===== src/rtl/mac_seq.sv =====
// mac_seq: operand sequencer and result collector for the 8-tap MAC.
// Holds A/B operand banks, streams the pairs into the MAC over a contiguous
// mac_en window, waits out the MAC pipeline and returns the captured result.
//
// Handshake: start is a request sampled only while the sequencer is idle
// (busy low); a start seen while busy is dropped, not queued. Each accepted
// start produces exactly one done pulse RES_LAT+1 cycles later (unless reset
// intervenes), and result/result_addr are valid in that done cycle and held
// until the next capture.
module mac_seq #(
    parameter int TAPS    = 8,
    parameter int W       = 8,
    parameter int RES_LAT = 11
) (
    input  logic         clk,
    input  logic         rst,
    input  logic         wr_en,
    input  logic         wr_sel,
    input  logic [2:0]   wr_idx,
    input  logic [W-1:0] wr_data,
    input  logic         start,
    input  logic [2:0]   job_addr,
    output logic         busy,
    output logic         done,
    output logic [W-1:0] result,
    output logic [2:0]   result_addr,
    output logic         mac_en,
    output logic [W-1:0] mac_a,
    output logic [W-1:0] mac_b,
    output logic [2:0]   mac_addr,
    input  logic [W-1:0] mac_out,
    input  logic [2:0]   mac_out_addr,
    output logic [1:0]   state_dbg
);

    localparam int CW = $clog2(RES_LAT);
    localparam int IW = $clog2(TAPS);

    typedef enum logic [1:0] {
        IDLE   = 2'd0,
        STREAM = 2'd1,
        DRAIN  = 2'd2
    } state_t;

    state_t        state;
    state_t        state_nxt;
    logic [CW-1:0] cnt;
    logic [CW-1:0] cnt_nxt;
    logic [2:0]    tag;
    logic [2:0]    tag_nxt;
    logic          capture;

    logic [W-1:0]  bank_a [TAPS];
    logic [W-1:0]  bank_b [TAPS];
    logic [W-1:0]  a_nxt  [TAPS];
    logic [W-1:0]  b_nxt  [TAPS];

    assign state_dbg = state;

    // Next state, cycle counter and job tag; capture fires on the last window cycle.
    always_comb begin
        state_nxt = state;
        cnt_nxt   = cnt;
        tag_nxt   = tag;
        capture   = 1'b0;
        case (state)
            IDLE: begin
                if (start) begin
                    state_nxt = STREAM;
                    cnt_nxt   = '0;
                    tag_nxt   = job_addr;
                end
            end
            STREAM: begin
                cnt_nxt = cnt + 1'b1;
                if (cnt == CW'(TAPS - 1)) begin
                    state_nxt = DRAIN;
                end
            end
            DRAIN: begin
                if (cnt == CW'(RES_LAT - 1)) begin
                    state_nxt = IDLE;
                    cnt_nxt   = '0;
                    capture   = 1'b1;
                end else begin
                    cnt_nxt = cnt + 1'b1;
                end
            end
            default: begin
                state_nxt = IDLE;
                cnt_nxt   = '0;
            end
        endcase
    end

    // Bank contents after this cycle's write; writes only land while idle,
    // and a write alongside an accepted start is visible to the first pair.
    always_comb begin
        for (int i = 0; i < TAPS; i++) begin
            a_nxt[i] = bank_a[i];
            b_nxt[i] = bank_b[i];
        end
        if (wr_en && (state == IDLE)) begin
            if (wr_sel) begin
                b_nxt[wr_idx] = wr_data;
            end else begin
                a_nxt[wr_idx] = wr_data;
            end
        end
    end

    // State, banks and every output registered from the next-state view.
    always_ff @(posedge clk) begin
        if (!rst) begin
            state       <= IDLE;
            cnt         <= '0;
            tag         <= '0;
            busy        <= 1'b0;
            done        <= 1'b0;
            result      <= '0;
            result_addr <= '0;
            mac_en      <= 1'b0;
            mac_a       <= '0;
            mac_b       <= '0;
            mac_addr    <= '0;
            for (int i = 0; i < TAPS; i++) begin
                bank_a[i] <= '0;
                bank_b[i] <= '0;
            end
        end else begin
            state <= state_nxt;
            cnt   <= cnt_nxt;
            tag   <= tag_nxt;
            for (int i = 0; i < TAPS; i++) begin
                bank_a[i] <= a_nxt[i];
                bank_b[i] <= b_nxt[i];
            end
            busy     <= (state_nxt != IDLE);
            mac_en   <= (state_nxt != IDLE);
            mac_addr <= (state_nxt != IDLE) ? tag_nxt : 3'd0;
            mac_a    <= (state_nxt == STREAM) ? a_nxt[cnt_nxt[IW-1:0]] : '0;
            mac_b    <= (state_nxt == STREAM) ? b_nxt[cnt_nxt[IW-1:0]] : '0;
            done     <= capture;
            if (capture) begin
                result      <= mac_out;
                result_addr <= mac_out_addr;
            end
        end
    end

endmodule

===== config.mk =====
export PLATFORM = sky130hd
export DESIGN_NAME = mac_seq
export DESIGN_NICKNAME = d
export VERILOG_FILES = /design/src/rtl/mac_seq.sv
export SDC_FILE = /design/constraint.sdc
export NUM_CORES = 1
export LEC_CHECK = 0
export BUFFER_PORTS_ARGS = -buffer_cell sky130_fd_sc_hd__buf_2
export CAP_MARGIN = 15
export CORE_MARGIN = 3
export CORE_UTILIZATION = 55
export DETAILED_ROUTE_END_ITERATION = 10
export GPL_TIMING_DRIVEN = 0
export PLACE_DENSITY = 0.75
export SLEW_MARGIN = 20
export SYNTH_ARGS = -nofsm -noshare
export SYNTH_HDL_FRONTEND = slang
export SYNTH_SLANG_ARGS = --single-unit

===== constraint.sdc =====
create_clock -name clk -period 6.6 [get_ports clk]
set_input_delay 1.98 -clock clk [delete_from_list [all_inputs] [get_ports clk]]
set_output_delay 1.98 -clock clk [all_outputs]
set_load 0.005 [all_outputs]

==> metrics <==
CP Class=in -> reg; Post-Syn Area=6900 µm²; CP endpoint kind=flop; Nets=821; CTS Buf Count=17; RSZ-0062 raised after global routing=no; clk slew on worst S/H paths=60 ps; Post-CTS Resized=0; maximum clock path buffer count=2; Setup Viol. Count Final=0; Max Cap Viol=0; Endpoint, Worst Hold=result[5]; worst reg2reg path startpoint=cnt[0]; Post-synth top flop=dfxtp_1; clock root cell=clkbuf_16; Diodes inserted=0; HP Start=result[5]; drt via density=5.77; top post-synthesis cells by count=dfxtp_1, nor2_1, mux2i_1; vias in the first global route=5373; drt drc=0; Post-CTS Hold Buffers=0; Starting Density=56.7%; CORE AREA=12200 µm²; Worst Tran Pin Value=803 ps; net count after synthesis=738; Seq cells post-synth=169; Pwr Total=2.33 mW; most common cell in the synthesized netlist=dfxtp_1; layout cell share with drive strength beyond 1=17.5%; syn avg cell area=9.77 µm²; EDFF count, synth=0; total gr overflow=0; number of buffers added on ports=64; clock period minus worst slack=3990 ps; GRT Util Overall=25.8%; status=finished, final reports clean; CTS tree=yes; Synth-to-Final Area Change=17.1%; arrival time worst endpoint=4320 ps; DIE HEIGHT=118 µm; DP HPWL=12300 µm; worst-case vdd ir drop=0.221 mV; Inst Count DP=938; setup_tns=0 ps; WHS Path Cells=2; global placement routability congestion=0.857; antenna violations before repair=0; post-synth top area cell=dfxtp_1; min-delay worst type=reg -> reg; Finished Core Util=66.5%; post-synthesis cell type count=46; Worst R2R Path Depth=8; WL per Instance=18.5 µm; Skew-Pair Late Insertion Delay=440 ps; final hold violations=0; final-report max-slew violation count=0; Post-DRT Antenna Nets=0; fin crit share=60.5%; Syn Inst Count=706; Max Freq=250 MHz; Layout Skew=8.80 ps; DIE WIDTH=118 µm; Seq/Total Area, Yosys=49.0%; 1st-iter DRT viols=468; number of placement rows=40; Yosys warnings=0; worst flop-to-flop path endpoint=mac_a[3]; Power Density=289 nW/µm²; I/O pin count=65; Initial DRT Pass Iterations=6; worst-path fanout max=10; largest net degree at the start of global routing=17; die area=13900 µm²; Non-Filler Instances=969; Worst Setup Start Kind=input pin; WL final=17900 µm; Slew HR=46.4%; postcts setup bufs=0; H-tree depth=4; Yosys top cell area share=49.0%; critical path required time=6920 ps; ys async rst share=0%; Synth area leaders=dfxtp_1, mux2i_1, nor2_1, a222oi_1, nand2_1; CTS Sinks=169; R2R setup slack=3630 ps; routed vias=5594; Lkg Pwr=3.62 nW; first-pass GRT wire length=28000 µm
==> stage by stage <==
| stage | hold WS (ps) | instance area [µm²] | setup WS [ps] |
|---|---|---|---|
| floorplan | 453 | 6900 | 2800 |
| detailed placement | 443 | 7430 | 2240 |
| CTS | 452 | 8080 | 2700 |
| finish | 448 | 8080 | 2610 |
| global placement | 439 | 7430 | 2170 |
| global route | 470 | 8080 | 2530 |
==> cells in the final DEF (no fill, tap or decap), types with 6 or more instances in the layout <==
master and count:
a222oi_1 32, clkbuf_1 26, nor2_1 147, inv_1 6, dfxtp_1 169, and3_1 17, nand2_1 65, buf_2 86
clkbuf_16 17, a21oi_1 15, a31o_1 11, mux2i_1 131
==> worst max-delay path, stage by stage <==
cell,delay [ps]
buf_2,140
nor3_1,370
nor2_1,210
a2111oi_4,560
clkbuf_1,510
a222oi_1,230
a31o_2,310
==> area by class of cell <==
type	instances	area [µm²]
Inverter	6	22.5
Timing Repair Buffer	64	320
Sequential cell	169	3380
Multi-Input combinational cell	477	3230
Buffer	54	264
Tap cell	168	210
Clock buffer	19	453
Fill cell	992	4080
Clock inverter	12	198
==> worst max-delay path by stage <==
stage	from	to	slack (ps)
floorplan	wr_idx[1]	mac_a[0]	2800
finish	start	mac_a[3]	2610
global placement	start	mac_a[3]	2170
CTS	start	mac_a[3]	2700
detailed placement	start	mac_a[3]	2240
global route	start	mac_b[1]	2530
==> metal layers <==
layer | routed length [µm] | GRT usage [%]
met2 | 8770 | 43.8
met3 | 1150 | 5.57
met5 | 0 | 0
met1 | 7540 | 31.8
met4 | 480 | 11.0
==> sequential cells by signal (all words and copies together) (netlist names) <==
name and count:
bank_a 64, bank_b 64, cnt 4, done 1, mac_a 8, mac_addr 3
mac_b 8, mac_en 1, result 8, result_addr 3, state_dbg 2, tag 3
==> cells by family (layout without fill, tap and decap cells) <==
kind of cell / count (synthesis) / count (layout) / share of synthesized area, %
adder cells (fa/ha/maj): 2 / 2 / 0.363
XOR/XNOR: 1 / 1 / 0.127
AND/OR/NAND/NOR: 265 / 265 / 17.4
buffers and inverters: 60 / 155 / 4.15
AO/OA/AOI/OAI: 77 / 77 / 9.72
flip-flops: 169 / 169 / 49.0
multiplexers: 132 / 132 / 19.2
==> power breakdown <==
| group | switching [mW] | internal, mW | leakage (nW) |
|---|---|---|---|
| Clock | 0.400 | 0.688 | 0.315 |
| Combinational | 0.129 | 0.0721 | 1.94 |
| Sequential | 0.00614 | 1.04 | 1.37 |
| Total | 0.535 | 1.80 | 3.62 |
Power figures use the tool's default switching activity.
